<file path="config.mk">
export PLATFORM = sky130hd
export DESIGN_NAME = uart_tx_arbiter
export DESIGN_NICKNAME = d
export VERILOG_FILES = /design/src/rtl/uart_tx_arbiter.sv
export SDC_FILE = /design/constraint.sdc
export NUM_CORES = 1
export LEC_CHECK = 0
export CORE_AREA = 10 10 70 72
export DETAILED_ROUTE_END_ITERATION = 12
export DIE_AREA = 0 0 80 82
export PLACE_DENSITY = 0.83
export SYNTH_ARGS = -nofsm -noshare
export SYNTH_HDL_FRONTEND = slang
export SYNTH_SLANG_ARGS = --single-unit
</file>
<file path="constraint.sdc">
create_clock -name clock -period 3.24 [get_ports clock]
set_input_delay 0.648 -clock clock [delete_from_list [all_inputs] [get_ports clock]]
set_output_delay 0.648 -clock clock [all_outputs]
set_load 0.005 [all_outputs]
</file>
<file path="src/rtl/uart_tx_arbiter.sv">
// Round-robin sharing of one UART transmitter among NREQ byte requesters; drives the DIV bit-clock enable and load/shift, acks each frame once it has left the line.
// Grant 1 cycle after req, load on the next bit tick, ack (9+GAP_BITS)*DIV cycles later; non-owners simply wait with req held.
module uart_tx_arbiter #(
    parameter int NREQ     = 4,
    parameter int DIV      = 16,
    parameter int GAP_BITS = 1
) (
    input  logic              clock,
    input  logic              reset,
    input  logic [NREQ-1:0]   req,
    input  logic [8*NREQ-1:0] data_in,
    output logic [NREQ-1:0]   grant,
    output logic [NREQ-1:0]   ack,
    output logic              busy,
    output logic [7:0]        xmt_data,
    output logic              xmt_shift_ld,
    output logic              xmt_enable,
    input  logic              xmt_empty
);
    localparam int PW      = (NREQ > 1) ? $clog2(NREQ) : 1;
    localparam int DW      = $clog2(DIV);
    localparam int GAP_EFF = (GAP_BITS < 1) ? 1 : GAP_BITS;
    localparam int GW      = (GAP_EFF > 1) ? $clog2(GAP_EFF) : 1;

    typedef enum logic [1:0] {IDLE, LOAD, SEND, GAP} stateT;

    stateT         state;
    stateT         stateNext;
    logic [DW-1:0] divCnt;
    logic          tick;
    logic [PW-1:0] rrPtr;
    logic [GW-1:0] gapCnt;
    logic          pickValid;
    logic [PW-1:0] pickIdx;
    logic [PW-1:0] scanIdx;
    logic          startXfer;
    logic          doneXfer;

    assign tick         = (divCnt == DW'(DIV - 1));
    assign xmt_enable   = tick;
    assign busy         = (state != IDLE);
    assign xmt_shift_ld = (state != LOAD);

    always_ff @(posedge clock) begin
        if (reset) begin
            divCnt <= '0;
        end else if (tick) begin
            divCnt <= '0;
        end else begin
            divCnt <= divCnt + 1'b1;
        end
    end

    // Scan starts just past the last owner, so a requester that was just served comes last.
    always_comb begin
        pickValid = 1'b0;
        pickIdx   = '0;
        scanIdx   = '0;
        for (int k = 1; k <= NREQ; k++) begin
            scanIdx = PW'((int'(rrPtr) + k) % NREQ);
            if (!pickValid && req[scanIdx]) begin
                pickValid = 1'b1;
                pickIdx   = scanIdx;
            end
        end
    end

    always_ff @(posedge clock) begin
        if (reset) begin
            state <= IDLE;
        end else begin
            state <= stateNext;
        end
    end

    // No arbitration in the ack cycle: the acked requester may not have dropped req yet.
    always_comb begin
        stateNext = state;
        startXfer = 1'b0;
        doneXfer  = 1'b0;
        case (state)
            IDLE: begin
                if (pickValid && (ack == '0)) begin
                    stateNext = LOAD;
                    startXfer = 1'b1;
                end
            end
            LOAD: begin
                if (tick) begin
                    stateNext = SEND;
                end
            end
            SEND: begin
                if (tick && xmt_empty) begin
                    stateNext = GAP;
                end
            end
            GAP: begin
                if (tick && (gapCnt == GW'(GAP_EFF - 1))) begin
                    stateNext = IDLE;
                    doneXfer  = 1'b1;
                end
            end
            default: begin
                stateNext = IDLE;
            end
        endcase
    end

    always_ff @(posedge clock) begin
        if (reset) begin
            grant    <= '0;
            ack      <= '0;
            xmt_data <= '0;
            rrPtr    <= PW'(NREQ - 1);
            gapCnt   <= '0;
        end else begin
            ack <= '0;
            if (startXfer) begin
                grant    <= NREQ'(1) << pickIdx;
                xmt_data <= data_in[{pickIdx, 3'b000} +: 8];
                rrPtr    <= pickIdx;
            end
            if (state == SEND) begin
                gapCnt <= '0;
            end else if ((state == GAP) && tick) begin
                gapCnt <= gapCnt + 1'b1;
            end
            if (doneXfer) begin
                ack   <= grant;
                grant <= '0;
            end
        end
    end
endmodule

</file>
==> results of run 1 <==
flip-flops by register name, indices dropped and copies added, names as in the netlist:
| signal | cells |
|---|---|
| xmt_data | 8 |
| divCnt | 4 |
| grant | 4 |
| rrPtr | 2 |
| ack | 4 |
| gapCnt | 1 |
| state | 2 |
kinds of logic (layout without fill, tap and decap cells):
logic type | after synthesis | count (layout)
adders and majority gates | 5 | 5
buffers and inverters | 16 | 68
and+or+nand+nor | 50 | 50
AOI/OAI and AO/OA | 25 | 25
DFF | 25 | 25
muxes | 18 | 18
xor gates and xnor gates | 2 | 2
where the power goes:
part | internal, mW | leakage, nW | total (mW) | switching, mW
Sequential | 0.389 | 0.205 | 0.454 | 0.0653
Combinational | 0.355 | 0.565 | 0.662 | 0.307
Clock | 0.0482 | 0.0150 | 0.140 | 0.0916
Total | 0.793 | 0.785 | 1.26 | 0.464
area by class of cell:
| class | instances | share of cell area, % |
|---|---|---|
| tap | 48 | 3.046 |
| timing repair buffer | 58 | 29.31 |
| sequential | 25 | 25.38 |
| multi-input combinational | 100 | 39.78 |
| inverter | 6 | 1.142 |
| clock buffer | 4 | 1.332 |
critical path, delay by kind of cell:
family / cells / cell delay [ns]
buffers and inverters: 1 / 0.56
AO/OA/AOI/OAI: 1 / 0.26
AND/OR/NAND/NOR: 3 / 1.15
metal layers:
layer | wire length, um | share of wire, % | GRT usage (%) | up-vias
li1 | - | - | - | 618
met5 | 0 | 0 | 0 | -
met1 | 1630 | 44 | 13.11 | 575
met3 | 162 | 4.3 | 1.965 | 6
met2 | 1876 | 50 | 17.82 | 28
met4 | 56 | 1.5 | 4.401 | 0
how the worst max path moves through the flow:
stage | startpoint | endpoint | slack, ns | depth (start not counted)
after global routing | divCnt[0] | xmt_enable | 0.76 | 3
after floorplan | ack[1] | xmt_data[0] | 1.29 | 5
after global placement | req[3] | xmt_data[0] | 0.59 | 5
after detailed placement | req[3] | xmt_data[1] | 0.53 | 5
after CTS | divCnt[0] | xmt_enable | 0.84 | 3
final | req[3] | xmt_data[1] | 0.85 | 5
synthesized netlist by cell type (all sizes together):
| master | instances |
|---|---|
| a211o | 2 |
| a21oi | 7 |
| a31oi | 2 |
| and2 | 4 |
| and3 | 1 |
| buf | 4 |
| clkbuf | 6 |
| dfxtp | 25 |
| ha | 5 |
| inv | 6 |
| mux2i | 18 |
| nand2 | 9 |
| nand2b | 1 |
| nand3 | 1 |
| nand3b | 11 |
| nand4b | 1 |
| nor2 | 7 |
| nor2b | 1 |
| nor3 | 6 |
| nor3b | 1 |
| nor4 | 1 |
| o211ai | 1 |
| o21a | 1 |
| o21ai | 1 |
| o21bai | 1 |
| o221a | 1 |
| o221ai | 9 |
| or3 | 5 |
| or4 | 1 |
| xnor2 | 1 |
| xor2 | 1 |
==> impl_metrics.yaml, run 1 <==
logic_synthesis:
  synth_cells: 141
  muxShareOfSynthArea_pct: 13.25
  syn_area_per_cell_um2: 9.646
  syn_area_um2: 1360
  yosys.area_share.simple_pct: 21.44
  synth_top_family_by_area: "simple AND/OR/NAND/NOR gates"
  synth_compound_area_share_pct: 17.11
  synthXorXnorAreaFrac_pct: 1.288
  synth.area.top_cells: "dfxtp_1 (37%), mux2i_1 (13%), o221ai_2 (8.8%), nand3b_1 (6.1%), ha_1 (4.6%)"
  syn_nets: 185
  synthDominantCellAreaShare_pct: 36.80
  yosysSeqAreaShare_pct: 36.80
  synth_seq_cells: 25
  yosys.area.top_type: "dfxtp_1"
  yosys.area_share.adder_pct: 4.600
  yosysWarningCount: 0
  synth_cell_types: 35
critical_path:
  worst_setup_path_start_kind: "input port"
  cp_slowest_cell: "or3_1"
  crit_fanout: 22
  r2r_start: "ack[1]"
  worstReg2RegEnd: "xmt_data[1]"
  reg2reg_depth: 4
  slowest_delay_ns: 0.60
  worstPathCellList: "clkdlybuf4s50_1, nor4_1, or3_4, or3_1, o221ai_2"
  cp.arrival_ns: 2.64
  critical_path_class: "in -> reg"
  endpoint_kind: "register"
  rrSetupSlack_ns: 0.92
  cp.required_ns: 3.49
floorplan:
  core.rowCount: 22
  die_h_um: 82
  die_area_um2: 6560
  dieWidth_um: 80
  core_um2: 3578
  start_util_pct: 38.01
  ios: 58
detailed_routing:
  drt-initial-drc-count: 54
  drt-total-wl_mm: 3.726
  drcViolationCount: 0
  vias_per_cell: 5.091
  vias: 1227
  first_pass_iters: 4
  drtAntennaViolNets: 0
  wl_per_cell_um: 15.46
clocking:
  cts_setup_buffers: 0
  cts_buffers: 3
  clockRootBuffer: "clkbuf_4"
  cts_hold_buf: 0
  htreeDepth: 1
  clkLatencyLatePin_ns: 0.32
  cts.path.max_buffers: 2
  cts_tree: "yes"
  cts.clk_slew.worst_paths_ns: 0.13
  cts_resized: 0
  cts_sinks: 25
layout:
  area_growth_pct: 44.99
  layout.area.seq_um2: 500.5
  antenna_cells: 0
  num-fill-cells: 330
  stdcell_count: 241
  final_common_cell: "clkdlybuf4s50_1"
  fin_util_pct: 55.10
  layout_common_cells: "clkdlybuf4s50_1 (57), dfxtp_1 (25), mux2i_1 (18)"
  multi_input_area_um2: 784.5
  fin_area_um2: 1972
  nets: 238
  layout-drive-gt1-share_pct: 7.772
timing:
  worst_slew_pin_slew_ns: 0.6626
  rsz0062_at_grt: "no"
  slew_viol_final: 0
  hold_viol: 0
  post-route-worst-setup-slack_ns: 0.8492
  tns_ns: 0
  setup_viol: 0
  holdWs_ns: 0.4876
  fin_skew_ns: 0.004715
  fmax_mhz: 418.3
  fin_crit_sh_pct: 73.79
  slew_headroom_pct: 55.69
  period_needed_ns: 2.391
global_routing:
  grt_pass1_wl_mm: 5.782
  track_usage_pct: 10.64
  grt-ovfl-total: 0
  grt_max_degree: 23
  antenna_found_initial: 0
  grt_pass1_vias: 1235
placement:
  placedCellCount: 237
  io_buffers: 57
  place_ws_ns: 0.5335
  gp_congestion: 0.7765
  placed_area_um2: 1946
  hpwl_mm: 3.019
worst_hold_path:
  worstHoldStart: "grant[1]"
  hold-path-endpoint: "grant[1]"
  hold_path_class: "reg -> reg"
  hold_depth: 2
power_and_ir_drop:
  leakage_nw: 0.7852
  total_power_mw: 1.256
  power-per-cell-area_nw_per_um2: 637.0
  irDropWorstVdd_v: 0.0003106
outcome:
  status: "finished, final reports clean"
run:
  drv_cap: 0
No activity file was read; power rests on OpenSTA's default activity.
==> run 2: changes to the inputs <==
- clock period: 3.24 -> 2.4 ns (I/O delays scaled with it)
==> run 2 against run 1 <==
Against the previous run:
- sequential share of layout area is 0.43 points lower
- sequential cell count stayed put
- highest routed layer unchanged
- clock power is 39% higher
- combinational power is 39% higher
==> impl_metrics.yaml, run 2 (synthesized netlist as in run 1, its figures left out) <==
critical_path:
  r2r_start: "ack[1]"
  crit_fanout: 5
  rrSetupSlack_ns: 0.21
  cp.required_ns: 1.92
  critical_path_class: "reg -> out"
  reg2reg_depth: 4
  cp.arrival_ns: 1.75
  worstReg2RegEnd: "xmt_data[5]"
  worst_setup_path_start_kind: "register"
  endpoint_kind: "output pin"
power_and_ir_drop:
  leakage_nw: 0.8032
  irDropWorstVdd_v: 0.0005180
  power-per-cell-area_nw_per_um2: 862.8
global_routing:
  grt_pass1_vias: 1222
  grt_pass1_wl_mm: 5.968
  grt_max_degree: 19
  track_usage_pct: 11.35
  grt-ovfl-total: 0
  antenna_found_initial: 0
placement:
  placedCellCount: 241
  placed_area_um2: 1976
  io_buffers: 57
  gp_congestion: 0.7187
  hpwl_mm: 3.106
layout:
  layout-drive-gt1-share_pct: 10.15
  nets: 242
  regMostFlops: "xmt_data"
  largest_register_ffs: 8
  area_growth_pct: 47.47
  final_common_cell: "clkdlybuf4s50_1"
  layout_common_cells: "clkdlybuf4s50_1 (57), dfxtp_1 (25), mux2i_1 (18)"
  fin_area_um2: 2006
  stdcell_count: 245
  antenna_cells: 0
  num-fill-cells: 328
timing:
  period_needed_ns: 2.229
  fin_crit_sh_pct: 92.89
  setup_viol: 0
  fmax_mhz: 448.6
  rsz0062_at_grt: "no"
  slew_headroom_pct: 68.79
  fin_skew_ns: 0.003369
  slew_viol_final: 0
  worst_slew_pin_slew_ns: 0.4682
  hold_viol: 0
floorplan:
  ios: 58
  core.rowCount: 22
  die_h_um: 82
  start_util_pct: 38.01
  core_um2: 3578
  die_area_um2: 6560
  dieWidth_um: 80
detailed_routing:
  drtAntennaViolNets: 0
  vias_per_cell: 5.069
  vias: 1242
  first_pass_iters: 4
  wl_per_cell_um: 15.65
  drt-initial-drc-count: 41
  drt-total-wl_mm: 3.834
  drcViolationCount: 0
worst_hold_path:
  worstHoldStart: "grant[1]"
  hold_depth: 2
  hold_path_class: "reg -> reg"
  hold-path-endpoint: "grant[1]"
clocking:
  htreeDepth: 1
  cts_setup_buffers: 0
  cts_tree: "yes"
  clkLatencyLatePin_ns: 0.33
  cts.path.max_buffers: 2
  cts.clk_slew.worst_paths_ns: 0.14
  cts_resized: 0
  clockRootBuffer: "clkbuf_4"
  cts_sinks: 25
  cts_hold_buf: 0
  cts_buffers: 3
run:
  drv_cap: 0
outcome:
  status: "finished, final reports clean"
## run 2: changes by cell type in the layout (fill, tap and decap cells not counted)
| cell | previous run | this run |
|---|---|---|
| clkbuf_1 | 1 | 0 |
| buf_4 | 1 | 5 |
| clkinvlp_4 | 0 | 1 |
## run 2: worst max path at each step
stage              start          end  slack [ns]  cells past startpoint
2_1_floorplan     ack[1]  xmt_data[0]        0.45                      5
3_3_place_gp      req[3]  xmt_data[4]       0.009                      5
3_5_place_dp      req[3]  xmt_data[2]       -0.04                      5
4_1_cts        divCnt[0]   xmt_enable        0.15                      3
5_1_grt        divCnt[0]   xmt_enable        0.04                      3
6_report       divCnt[0]   xmt_enable        0.17                      3
## run 2: where the power goes
part,leakage (nW),switching (mW),internal (mW)
registers,0.205,0.0907,0.525
clock network,0.0139,0.132,0.0638
logic,0.584,0.416,0.503
total,0.803,0.638,1.09
## run 2: area by class of cell
class	instances	area [um2]	share of cell area [%]
inverters	6	22.52	1.123
repair buffers	62	608.1	30.32
well taps	48	60.06	2.994
flip-flops and latches	25	500.5	24.95
clock buffers	3	22.52	1.123
multi-input cells	100	784.5	39.11
clock inverters	1	7.507	0.3743
## run 2: layer usage
metal / GRT usage, % / vias to the layer above / part of all wire, %
li1: - / 625 / -
met2: 19.98 / 25 / 54
met3: 3.275 / 5 / 4.6
met4: 2.641 / 0 / 0.68
met5: 0 / - / 0
met1: 13.29 / 587 / 41
## run 2: metrics by stage
stage / util [%] / hold WS (ns) / setup TNS, ns / setup WS, ns / total power [mW]
floorplan: - / 0.4531 / 0 / 0.4520 / 1.180
global placement: 55.21 / 0.4630 / 0 / 0.009085 / 1.541
detailed placement: 55.21 / 0.4678 / -0.2369 / -0.03526 / 1.550
CTS: 56.05 / 0.4947 / 0 / 0.1487 / 1.751
global route: 56.05 / 0.5224 / 0 / 0.03703 / 1.875
finish: 56.05 / 0.4874 / 0 / 0.1707 / 1.731
## run 2: worst max-delay path, cell delays in order, from the launching register on
cell and delay, ns:
dfxtp_1 0.41, ha_1 0.22, and3_1 0.26, clkdlybuf4s50_1 0.53
==> run 3: changes to the inputs <==
- CORE_AREA: 10 10 70 72 -> 4 4 64 66
- DIE_AREA: 0 0 80 82 -> 0 0 68 70
==> run 3 against run 2 <==
Against the previous run:
- total power fell by 0.16%
- hold slack got worse by 0.0044 ns
- critical path depth did not move
- fmax rose by 0.33%
- sequential share of layout area barely moved
- cell area fell by 0.12%
- count of clock-buffer cells in the layout did not move
- combinational power rose by 0.5%
- sequential power barely moved
- worst setup slack improved by 0.0074 ns
- highest routed layer unchanged
==> impl_metrics.yaml, run 3 (synthesized netlist as in run 1, its figures left out) <==
critical_path:
  crit_fanout: 5
  cp.required_ns: 1.92
  cp_slowest_cell: "clkdlybuf4s50_1"
  worstPathCellList: "ha_1, and3_1, clkdlybuf4s50_1"
  worst_setup_path_start_kind: "register"
  path_buf_inv: 1
  critical_path_class: "reg -> out"
  cp.arrival_ns: 1.74
  reg2reg_depth: 4
  crit_family: "buffers and inverters"
  endpoint_kind: "output pin"
  cp.depth: 3
  slowest_delay_ns: 0.53
clocking:
  cts_tree: "yes"
  cts_buffers: 3
  cts.clk_slew.worst_paths_ns: 0.13
  cts_hold_buf: 0
  clockRootBuffer: "clkbuf_4"
  htreeDepth: 1
  clkLatencyLatePin_ns: 0.32
  cts_resized: 0
  cts.path.max_buffers: 2
  cts_sinks: 25
  cts_setup_buffers: 0
placement:
  placedCellCount: 241
  gp_congestion: 0.7533
  hpwl_mm: 2.627
  place_ws_ns: -0.02000
  io_buffers: 57
detailed_routing:
  drcViolationCount: 0
  first_pass_iters: 4
  drt-initial-drc-count: 35
  vias_per_cell: 5.049
  vias: 1237
  drtAntennaViolNets: 0
  drt-total-wl_mm: 3.398
  wl_per_cell_um: 13.87
timing:
  tns_ns: 0
  worst_slew_pin_slew_ns: 0.4730
  period_needed_ns: 2.222
  fin_skew_ns: 0.006909
  rsz0062_at_grt: "no"
  holdWs_ns: 0.4830
  slew_viol_final: 0
  hold_viol: 0
  slew_headroom_pct: 68.46
  setup_viol: 0
  fmax_mhz: 450.1
  post-route-worst-setup-slack_ns: 0.1781
  fin_crit_sh_pct: 92.58
layout:
  layout-drive-gt1-share_pct: 10.15
  final_common_cell: "clkdlybuf4s50_1"
  area_growth_pct: 47.29
  stdcell_count: 245
  multi_input_area_um2: 784.5
  layout_common_cells: "clkdlybuf4s50_1 (57), dfxtp_1 (25), mux2i_1 (18)"
  nets: 242
  largest_register_ffs: 8
  antenna_cells: 0
  num-fill-cells: 334
  regMostFlops: "xmt_data"
  layout.area.seq_um2: 500.5
run:
  drv_cap: 0
power_and_ir_drop:
  leakage_nw: 0.8070
  irDropWorstVdd_v: 0.0003701
  power-per-cell-area_nw_per_um2: 862.5
  total_power_mw: 1.728
floorplan:
  core.rowCount: 22
  start_util_pct: 38.01
  die_h_um: 70
  core_um2: 3578
  die_area_um2: 4760
  dieWidth_um: 68
  ios: 58
outcome:
  status: "finished, final reports clean"
global_routing:
  track_usage_pct: 13.87
  grt_max_degree: 19
  grt_pass1_vias: 1207
  grt-ovfl-total: 0
  grt_pass1_wl_mm: 5.250
  antenna_found_initial: 0
worst_hold_path:
  hold_depth: 2
  hold_path_class: "reg -> reg"
## run 3: cell count changes in the layout (fill, tap and decap cells not counted), sizes merged
cell / previous run / this run
clkinv: 0 / 1
clkinvlp: 1 / 0
## run 3: area by class of cell
type / instances / share of cell area (%)
Multi-Input combinational cell: 100 / 39.16
Timing Repair Buffer: 62 / 30.36
Sequential cell: 25 / 24.98
Tap cell: 48 / 2.998
Clock buffer: 3 / 1.124
Inverter: 6 / 1.124
Clock inverter: 1 / 0.2498
## run 3: worst register-to-register path, cell delays in order, from the launching register on
cell,delay (ns)
dfxtp_1,0.34
or4_4,0.53
or3_4,0.41
or3_1,0.58
o221ai_2,0.26
## run 3: where the power goes
part / total [mW] / internal [mW] / switching [mW]
sequential: 0.616 / 0.525 / 0.0908
clock: 0.188 / 0.0624 / 0.126
combinational: 0.924 / 0.507 / 0.417
total: 1.73 / 1.09 / 0.633
## run 3: worst paths after layout
| check | slack, ns | to | start |
|---|---|---|---|
| worst max register to register | 0.23 | xmt_data[2] | ack[1] |
| worst max-delay path | 0.18 | xmt_enable | divCnt[0] |
| worst min register to register | 0.48 | grant[0] | grant[0] |
| worst min-delay path | 0.48 | grant[0] | grant[0] |
## run 3: per-stage QoR
| step | util, % | area [um2] |
|---|---|---|
| floorplan | - | 1360 |
| global placement | 55.21 | 1976 |
| detailed placement | 55.21 | 1976 |
| CTS | 55.98 | 2003 |
| global route | 55.98 | 2003 |
| finish | 55.98 | 2003 |
## run 3: routing by layer
metal / global-route usage (%) / share of wire [%]
met5: 0 / 0
met4: 3.311 / 0.79
met3: 2.572 / 4.0
met2: 24.09 / 51
met1: 17.17 / 44
